==> src/rtl/pool_pkg.sv <==
// Shared types and helpers for the streaming pooling layer.
//   pool_mode_t  : reduction select (max / average)
//   pool_state_t : frame FSM states
//   acc_width()  : accumulator width needed to sum 2**shift samples of 'bits'
package pool_pkg;

  typedef enum logic {
    POOL_MAX = 1'b0,
    POOL_AVG = 1'b1
  } pool_mode_t;

  typedef enum logic [1:0] {
    ST_IDLE = 2'd0,
    ST_RUN  = 2'd1,
    ST_DONE = 2'd2
  } pool_state_t;

  function automatic int unsigned acc_width(input int unsigned bits, input int unsigned shift);
    return bits + shift;
  endfunction

endpackage

==> src/rtl/pool_stream_layer_lane.sv <==
// One pooling lane: accumulator plus result register.
// Optional average datapath is built when POOL_AVG_EN is defined.
// Ports:
//   clk_in, rst_n        : clock, async active-low reset
//   first, last, acc_en  : window strobes from the frame controller
//   mode                 : latched reduction mode
//   sample               : this lane's signed input sample
//   result               : registered pooled output (held until next window)
module pool_lane
  import pool_pkg::*;
#(
  parameter int unsigned BITS  = 16,
  parameter int unsigned ACC_W = 16
) (
  input  logic             clk_in,
  input  logic             rst_n,
  input  logic             first,
  input  logic             last,
  input  logic             acc_en,
  input  pool_mode_t       mode,
  input  logic [BITS-1:0]  sample,
  output logic [BITS-1:0]  result
);

  logic signed [ACC_W-1:0] acc_q;
  logic signed [ACC_W-1:0] acc_d;
  logic signed [ACC_W-1:0] sample_ext;
  logic        [BITS-1:0]  res_d;

`ifdef POOL_AVG_EN
  assign sample_ext = {{(ACC_W-BITS){sample[BITS-1]}}, sample};
`else
  logic unused_mode;
  assign unused_mode = mode;
  assign sample_ext  = sample;
`endif

  // Next accumulator value including the current sample.
  always_comb begin
    acc_d = acc_q;
    if (first) begin
      acc_d = sample_ext;
`ifdef POOL_AVG_EN
    end else if (mode == POOL_AVG) begin
      acc_d = acc_q + sample_ext;
`endif
    end else if (sample_ext > acc_q) begin
      acc_d = sample_ext;
    end
  end

  // Average: arithmetic shift floors toward minus infinity.
  always_comb begin
    res_d = acc_d[BITS-1:0];
`ifdef POOL_AVG_EN
    if (mode == POOL_AVG) res_d = BITS'(acc_d >>> (ACC_W - BITS));
`endif
  end

  always_ff @(posedge clk_in or negedge rst_n) begin
    if (!rst_n) begin
      acc_q  <= '0;
      result <= '0;
    end else if (acc_en) begin
      acc_q <= acc_d;
      if (last) result <= res_d;
    end
  end

endmodule

==> src/rtl/pool_stream_layer.sv <==
// Multi-channel streaming pooling layer: reduces each run of 2**POOL_SHIFT
// valid samples per lane to one result, max or average (average only when
// POOL_AVG_EN is defined), with per-frame start/ready/done bookkeeping.
// Ports:
//   clk_in, rst_n : clock, async active-low reset
//   start, mode   : arm/restart a frame, mode latched on start
//   in_valid, data_in   : one sample per lane per valid cycle
//   data_out, out_valid : pooled lanes and their one-cycle strobe
//   ready, done         : armed (RUN) flag, end-of-frame pulse
module pool_stream_layer
  import pool_pkg::*;
#(
  parameter int unsigned BITS       = 16,
  parameter int unsigned POOL_SHIFT = 2,
  parameter int unsigned CHANNELS   = 16,
  parameter int unsigned FRAME_LEN  = 64
) (
  input  logic                     clk_in,
  input  logic                     rst_n,
  input  logic                     start,
  input  logic                     mode,
  input  logic                     in_valid,
  input  logic [CHANNELS*BITS-1:0] data_in,
  output logic [CHANNELS*BITS-1:0] data_out,
  output logic                     out_valid,
  output logic                     ready,
  output logic                     done
);

  localparam int unsigned POOL  = 1 << POOL_SHIFT;
  localparam int unsigned NWIN  = FRAME_LEN / POOL;
  localparam int unsigned IDX_W = (NWIN > 1) ? $clog2(NWIN) : 1;
`ifdef POOL_AVG_EN
  localparam int unsigned ACC_W = acc_width(BITS, POOL_SHIFT);
`else
  localparam int unsigned ACC_W = BITS;
`endif

  pool_state_t           state_q, state_d;
  pool_mode_t            mode_q, mode_d, mode_sel;
  logic [POOL_SHIFT-1:0] win_cnt_q, win_cnt_d;
  logic [IDX_W-1:0]      win_idx_q, win_idx_d;
  logic                  frame_end_q, frame_end_d;
  logic                  out_valid_d, ready_d, done_d;
  logic                  acc_en, first, last;

`ifdef POOL_AVG_EN
  assign mode_sel = pool_mode_t'(mode);
`else
  logic unused_mode;
  assign unused_mode = mode;
  assign mode_sel    = POOL_MAX;
`endif

  // Lane strobes; a start in the same cycle drops the sample.
  assign acc_en = (state_q == ST_RUN) && in_valid && !start && !frame_end_q;
  assign first  = (win_cnt_q == '0);
  assign last   = (win_cnt_q == POOL_SHIFT'(POOL - 1));

  // Next state; frame_end holds RUN for the cycle the final result is shown,
  // so done follows the last out_valid by one cycle.
  always_comb begin
    state_d     = state_q;
    mode_d      = mode_q;
    win_cnt_d   = win_cnt_q;
    win_idx_d   = win_idx_q;
    frame_end_d = frame_end_q;
    out_valid_d = 1'b0;
    if (start) begin
      state_d     = ST_RUN;
      mode_d      = mode_sel;
      win_cnt_d   = '0;
      win_idx_d   = '0;
      frame_end_d = 1'b0;
    end else begin
      case (state_q)
        ST_RUN: begin
          if (frame_end_q) begin
            state_d     = ST_DONE;
            frame_end_d = 1'b0;
          end else if (acc_en) begin
            win_cnt_d = win_cnt_q + POOL_SHIFT'(1);
            if (last) begin
              out_valid_d = 1'b1;
              if (win_idx_q == IDX_W'(NWIN - 1)) begin
                frame_end_d = 1'b1;
                win_idx_d   = '0;
              end else begin
                win_idx_d = win_idx_q + IDX_W'(1);
              end
            end
          end
        end
        ST_DONE: state_d = ST_IDLE;
        default: state_d = ST_IDLE;
      endcase
    end
    ready_d = (state_d == ST_RUN);
    done_d  = (state_d == ST_DONE);
  end

  always_ff @(posedge clk_in or negedge rst_n) begin
    if (!rst_n) begin
      state_q     <= ST_IDLE;
      mode_q      <= POOL_MAX;
      win_cnt_q   <= '0;
      win_idx_q   <= '0;
      frame_end_q <= 1'b0;
      out_valid   <= 1'b0;
      ready       <= 1'b0;
      done        <= 1'b0;
    end else begin
      state_q     <= state_d;
      mode_q      <= mode_d;
      win_cnt_q   <= win_cnt_d;
      win_idx_q   <= win_idx_d;
      frame_end_q <= frame_end_d;
      out_valid   <= out_valid_d;
      ready       <= ready_d;
      done        <= done_d;
    end
  end

  for (genvar c = 0; c < CHANNELS; c++) begin : g_lane
    pool_lane #(
      .BITS  (BITS),
      .ACC_W (ACC_W)
    ) u_lane (
      .clk_in (clk_in),
      .rst_n  (rst_n),
      .first  (first),
      .last   (last),
      .acc_en (acc_en),
      .mode   (mode_q),
      .sample (data_in[c*BITS +: BITS]),
      .result (data_out[c*BITS +: BITS])
    );
  end

endmodule

==> config.mk <==
export PLATFORM = sky130hd
export DESIGN_NAME = pool_stream_layer
export DESIGN_NICKNAME = d
export VERILOG_FILES = /design/src/rtl/pool_pkg.sv /design/src/rtl/pool_stream_layer_lane.sv /design/src/rtl/pool_stream_layer.sv
export SDC_FILE = /design/constraint.sdc
export NUM_CORES = 1
export LEC_CHECK = 0
export ABC_AREA = 0
export CAP_MARGIN = 10
export CELL_PAD_IN_SITES_DETAIL_PLACEMENT = 1
export CELL_PAD_IN_SITES_GLOBAL_PLACEMENT = 1
export CORE_MARGIN = 5
export CORE_UTILIZATION = 38
export DETAILED_ROUTE_END_ITERATION = 10
export GPL_TIMING_DRIVEN = 0
export PLACE_DENSITY = 0.88
export RECOVER_POWER = 100
export SLEW_MARGIN = 0
export SYNTH_ARGS = -nofsm -noshare
export SYNTH_HDL_FRONTEND = slang
export SYNTH_HIERARCHICAL = 1
export SYNTH_SLANG_ARGS = --single-unit
==> constraint.sdc <==
create_clock -name clk_in -period 2.5 [get_ports clk_in]
set_input_delay 0.625 -clock clk_in [delete_from_list [all_inputs] [get_ports clk_in]]
set_output_delay 0.625 -clock clk_in [all_outputs]
set_load 0.05 [all_outputs]
==> results.json, run 1 <==
{
  "powerDensity_mw_per_mm2": 1460,
  "setup_ws_ps": -321,
  "pwr-share-clk_pct": 14.8,
  "clockBufferDepth": 3,
  "placed_cells": 4283,
  "drive_above_1_share_pct": 28.7,
  "timing.fmax_mhz": 355,
  "drv_cap": 0,
  "ir_drop_mv": 0.841,
  "synth_fp_nets": 3228,
  "crit_arrival_ps": 3340,
  "worst-path-max-fanout": 5,
  "start_util_pct": 38.1,
  "syn_area_per_cell_um2": 11.1,
  "required_ps": 3020,
  "die_h_um": 291,
  "grt_overflow": 0,
  "multi_input_area_mm2": 0.0178,
  "drc_errors": 0,
  "layout_min_cycle_time_ps": 2820,
  "antenna_found_initial": 45,
  "ant_nets": 0,
  "final_cell_area_mm2": 0.0435,
  "start_kind": "input pin",
  "p_int_mw": 33.2,
  "area_growth_pct": 45.2,
  "drt-vias-per-instance": 5.78,
  "num_rows": 103,
  "reg2reg_depth": 10,
  "rsz0062_at_grt": "yes",
  "cts_max_level": 2,
  "grt_pass1_wl_um": 166000,
  "ctsRootBufferMaster": "clkbuf_16",
  "grt_start_max_net_pins": 114,
  "finalSetupViolCount": 423,
  "first_pass_iters": 8,
  "clock_skew_ps": 52.9,
  "finalMaxSlewViolations": 0,
  "seq_area_mm2": 0.0131,
  "cts_tree": "yes",
  "grt_use_total_pct": 24.6,
  "cts.sinks": 524,
  "netlist_area_mm2": 0.0300,
  "clk-insertion-delay-late_ps": 660,
  "hold_path_class": "input pin to flop",
  "io_pins": 520,
  "wl_um": 139000,
  "path_class": "input pin to flop",
  "place_area_mm2": 0.0369,
  "violations": "setup timing",
  "end_kind": "flop",
  "grt_pass1_vias": 28000,
  "portBuffers": 518,
  "finish.utilization_pct": 55.3,
  "min_path_cells": 2,
  "hold_viol": 0,
  "finalNonFillerCells": 4611,
  "min_from": "data_in[9]",
  "core_area_mm2": 0.0786,
  "worstSetupStartpoint": "data_in[211]",
  "num_vias": 26700,
  "pwr-share-comb_pct": 59.5,
  "synthCells": 2708,
  "clk_pin_slew_worst_paths_ps": 70,
  "hpwlAfterDp_um": 72900,
  "drtIter0Drc": 1681,
  "gp_congestion": 0.838,
  "reg2reg_from": "g_lane[13].u_lane/acc_q[3]$_DFFE_PN0P_",
  "pwr-share-seq_pct": 25.8,
  "period_share_pct": 113,
  "max_slew.worst_pin.slew_ps": 1190,
  "slew_headroom_pct": 20.9,
  "p_leak_nw": 21.7,
  "wl_per_cell_um": 30.1,
  "power.share.switching_pct": 47.5,
  "ys.warnings.count": 6,
  "fin_nets": 4004,
  "die_w_um": 291,
  "status": "finished, violations left",
  "nFillCells": 8023,
  "p_switching_mw": 30.1,
  "numCtsBuffers": 61,
  "die-area_mm2": 0.0846
}
==> stage by stage <==
stage          power, mW  setup slack [ps]  setup TNS [ps]  hold slack [ps]
2_1_floorplan       35.5             -62.1           -9940              329
3_3_place_gp        43.9            -23460               -              500
3_5_place_dp        45.4             -1230         -472180              516
4_1_cts             56.0             0.108               0              387
5_1_grt             65.6              -385          -61730              313
6_report            63.4              -321          -46310              303
==> state kept, by name (all words and copies together) (netlist names), 2 cells and up <==
name and cells:
win_idx_q 4, state_q 2, win_cnt_q 2, g_lane.u_lane/result 256, g_lane.u_lane/acc_q 256
==> power groups by stage <==
stage / clock network [mW] / registers (mW) / logic (mW)
floorplan: 0 / 22.3 / 13.2
global placement: 0 / 15.4 / 28.5
detailed placement: 0 / 15.7 / 29.7
CTS: 9.18 / 15.6 / 31.2
global route: 9.83 / 16.6 / 39.1
finish: 9.37 / 16.3 / 37.7
==> cell usage in the layout (no fill, tap or decap), drive strengths merged, types with 17 or more instances in the layout <==
cell type	n
diode	34
nor2	290
nand4	64
a21oi	368
a31oi	17
buf	240
nand2b	37
nor3	18
o221ai	32
clkdlybuf4s50	241
mux2i	258
ha	259
mux2	257
clkbuf	191
and2	18
or2	18
inv	275
nand2	52
dlygate4sd2	134
a21o	17
dfrtp	524
dlymetal6s2s	107
==> routing by layer <==
metal,track usage [%],wire length (um),vias up
li1,-,-,11100
met1,27.0,48400,13700
met2,44.4,71300,1280
met3,6.76,9650,602
met4,10.6,9150,18
met5,0,121,-
==> final timing paths <==
path	to	slack [ps]
worst max-delay path	g_lane[13].u_lane/result[14]$_DFFE_PN0P_	-320
worst min-delay path	g_lane[0].u_lane/acc_q[9]$_DFFE_PN0P_	300
worst max register to register	g_lane[13].u_lane/result[14]$_DFFE_PN0P_	-290
worst min register to register	g_lane[7].u_lane/result[8]$_DFFE_PN0P_	520
max in group asynchronous	g_lane[12].u_lane/result[9]$_DFFE_PN0P_	230
min in group asynchronous	g_lane[3].u_lane/acc_q[13]$_DFFE_PN0P_	510
==> worst max-delay path, cell delays in order <==
cell and delay [ps]:
clkdlybuf4s50_1 530, ha_1 470, nand4_1 210, nor4_2 370, or2b_1 170, o221ai_2 110, buf_6 170, buf_12 150
mux2i_1 130, a21oi_1 380
==> final cells by class <==
type / instances / area share, %
Tap cell: 1050 / 3.02
Buffer: 108 / 2.45
Antenna cell: 34 / 0.196
Clock buffer: 89 / 4.10
Multi-Input combinational cell: 1797 / 41.0
Inverter: 275 / 2.38
Clock inverter: 17 / 0.449
Sequential cell: 524 / 30.1
Timing Repair Buffer: 717 / 16.3
==> what timing repair did <==
item	in CTS	in global routing
hold endpoints to repair	56	0
endpoints found under the setup margin	595	495
gates resized for setup	235	490
gates cloned	2	16
hold buffers	1	0
pin swaps	50	139
buffers inserted	64	110
(Power assumes the default switching activity.)
==> run 2, diff against run 1 <==
--- a/config.mk
+++ b/config.mk
@@ -6,7 +6,7 @@
 export NUM_CORES = 1
 export LEC_CHECK = 0
 export ABC_AREA = 0
-export CAP_MARGIN = 10
+export CAP_MARGIN = 40
 export CELL_PAD_IN_SITES_DETAIL_PLACEMENT = 1
 export CELL_PAD_IN_SITES_GLOBAL_PLACEMENT = 1
 export CORE_MARGIN = 5
==> constraint.sdc (replaced) <==
create_clock -name clk_in -period 2.5 [get_ports clk_in]
set_input_delay 0.625 -clock clk_in [delete_from_list [all_inputs] [get_ports clk_in]]
set_output_delay 0.625 -clock clk_in [all_outputs]
set_load 0.005 [all_outputs]
==> run 2 against run 1 <==
Compared with the run above: the flow still finishes with violations (setup timing); sequential power is essentially flat; cell area grew 3.3%; worst setup slack is essentially flat; clock power grew 6.3%; first-iteration DRC count grew 17%; utilization is 1.8 points higher; flip-flop and latch count unchanged; non-clock buffer count is 42 higher; combinational power fell by 14%; die area unchanged; cell count up 0.74%; fmax about the same; critical path type is now flop to flop; highest routed layer unchanged.
==> results.json, run 2 (synthesized netlist as in run 1, its figures left out) <==
{
  "powerDensity_mw_per_mm2": 1310,
  "cts_max_level": 3,
  "final_cell_area_mm2": 0.0449,
  "die_w_um": 291,
  "clock_skew_ps": 37.8,
  "p_total_mw": 58.8,
  "finalMaxSlewViolations": 0,
  "gp_congestion": 0.844,
  "top_regs": "g_lane.u_lane/acc_q x256, g_lane.u_lane/result x256, win_idx_q x4",
  "setup_tns_ps": -62040,
  "max_slew.worst_pin.slew_ps": 1420,
  "met3WireLength_um": 9560,
  "num_vias": 27500,
  "period_share_pct": 113,
  "finalSetupViolCount": 448,
  "timing.fmax_mhz": 355,
  "grt_pass1_vias": 28200,
  "status": "finished, violations left",
  "ant_nets": 0,
  "core_area_mm2": 0.0786,
  "grt_overflow": 0,
  "slew_headroom_pct": 5.33,
  "p_leak_nw": 22.5,
  "clockBufferDepth": 3,
  "drc_errors": 0,
  "layout_min_cycle_time_ps": 2820,
  "dr_wl_met2_um": 75100,
  "rsz0062_at_grt": "yes",
  "highest_layer": "met5",
  "drtIter0Drc": 1969,
  "end_kind": "flop",
  "placed_cells": 4283,
  "worst-path-max-fanout": 5,
  "hold_viol": 0,
  "cts.sinks": 524,
  "layout_common_cells": "dfrtp_1, a21oi_1, nor2_1",
  "finalNonFillerCells": 4645,
  "drt-met1-wl_um": 51200,
  "cts_hold_buf": 0,
  "clk_pin_slew_worst_paths_ps": 70,
  "hold_path_class": "input pin to asynchronous set/reset pin",
  "antenna_found_initial": 33,
  "final_common_cell": "dfrtp_1",
  "num_rows": 103,
  "hpwlAfterDp_um": 74900,
  "area_growth_pct": 50.0,
  "ctsRootBufferMaster": "clkbuf_16",
  "die-area_mm2": 0.0846,
  "grt_use_total_pct": 25.4,
  "drt-vias-per-instance": 5.93,
  "portBuffers": 518,
  "setup_ws_ps": -321,
  "first_pass_iters": 5,
  "wl_per_cell_um": 31.5,
  "path_class": "flop to flop",
  "die_h_um": 291,
  "finish.utilization_pct": 57.2,
  "numCtsBuffers": 66,
  "drv_cap": 0,
  "cts_tree": "yes",
  "crit_arrival_ps": 3280,
  "drive_above_1_share_pct": 32.1,
  "io_pins": 520,
  "wl_um": 147000,
  "clk-insertion-delay-late_ps": 610,
  "ir_drop_mv": 0.879,
  "fin_nets": 4050,
  "start_kind": "flop",
  "place_area_mm2": 0.0369,
  "grt_pass1_wl_um": 171000,
  "required_ps": 2960,
  "start_util_pct": 38.1,
  "violations": "setup timing",
  "grt_start_max_net_pins": 116
}
-- run 2: cell types whose count changed in the layout (fill, tap and decap cells not counted), moves of 12 or more --
cell             previous run  this run
dlymetal6s2s_1            107       127
inv_1                     247       222
clkbuf_1                   64        21
a21oi_1                   314       301
buf_4                     159       200
a21oi_2                    49        61
inv_2                      27        52
ha_1                      129        95
ha_4                      130       163
dlygate4sd2_1             134        83
clkdlybuf4s50_1           241        49
dlygate4sd3_1               1       258
-- run 2: path summary, 6_finish.rpt --
path                                                              from                                     end  slack (ps)  cells past startpoint
worst max-delay path             g_lane[2].u_lane/acc_q[6]$_DFFE_PN0P_  g_lane[2].u_lane/result[9]$_DFFE_PN0P_        -320                     12
worst min-delay path                                             rst_n  g_lane[14].u_lane/acc_q[4]$_DFFE_PN0P_         330                      1
worst max register to register   g_lane[2].u_lane/acc_q[6]$_DFFE_PN0P_  g_lane[2].u_lane/result[9]$_DFFE_PN0P_        -320                     12
worst min register to register  g_lane[2].u_lane/result[1]$_DFFE_PN0P_  g_lane[2].u_lane/result[1]$_DFFE_PN0P_         530                      2
max in group asynchronous                                        rst_n  g_lane[0].u_lane/acc_q[11]$_DFFE_PN0P_         170                      3
min in group clk_in                                        data_in[84]   g_lane[5].u_lane/acc_q[4]$_DFFE_PN0P_         360                      2
-- run 2: power by group --
group | switching [mW] | total [mW] | internal [mW]
Combinational | 15.8 | 32.4 | 16.5
Clock | 4.25 | 9.96 | 5.70
Sequential | 3.84 | 16.5 | 12.6
-- run 2: metrics by stage --
step | hold WS, ps | worst slack, ps
after floorplan | 329 | -62.1
after global placement | 501 | -23440
after detailed placement | 518 | -857
after CTS | 34.8 | -31.7
after global routing | 329 | -330
final | 333 | -321
-- run 2: critical path: stages, from the launching register on --
cell and delay [ps]:
dfrtp_1 410, inv_2 80, ha_4 280, nand4_1 250
buf_4 250, nor4_4 320, or2b_1 180, o221ai_2 110
buf_6 170, buf_6 120, clkbuf_16 160, mux2i_1 220
a21oi_1 120
-- run 2: cell type report --
| class | instances | area [um2] |
|---|---|---|
| antenna | 25 | 62.6 |
| buffer | 106 | 1090 |
| clock buffer | 89 | 1880 |
| clock inverter | 19 | 250 |
| fill | 7864 | 33700 |
| inverter | 275 | 1040 |
| multi-input combinational | 1796 | 18300 |
| sequential | 524 | 13100 |
| tap | 1050 | 1310 |
| timing repair buffer | 761 | 7880 |
-- run 2: what timing repair did --
| action | in CTS | in global routing |
|---|---|---|
| setup endpoints to repair | 482 | 457 |
| resized for setup | 236 | 555 |
| setup buffers | 86 | 128 |
| cloned | 4 | 18 |
| pin swaps | 86 | 157 |
-- run 2: layer usage --
metal / up-vias / GRT usage (%)
met3: 683 / 5.31
met5: - / 0
li1: 11200 / -
met2: 1476 / 46.8
met4: 14 / 10.1
met1: 14200 / 28.7
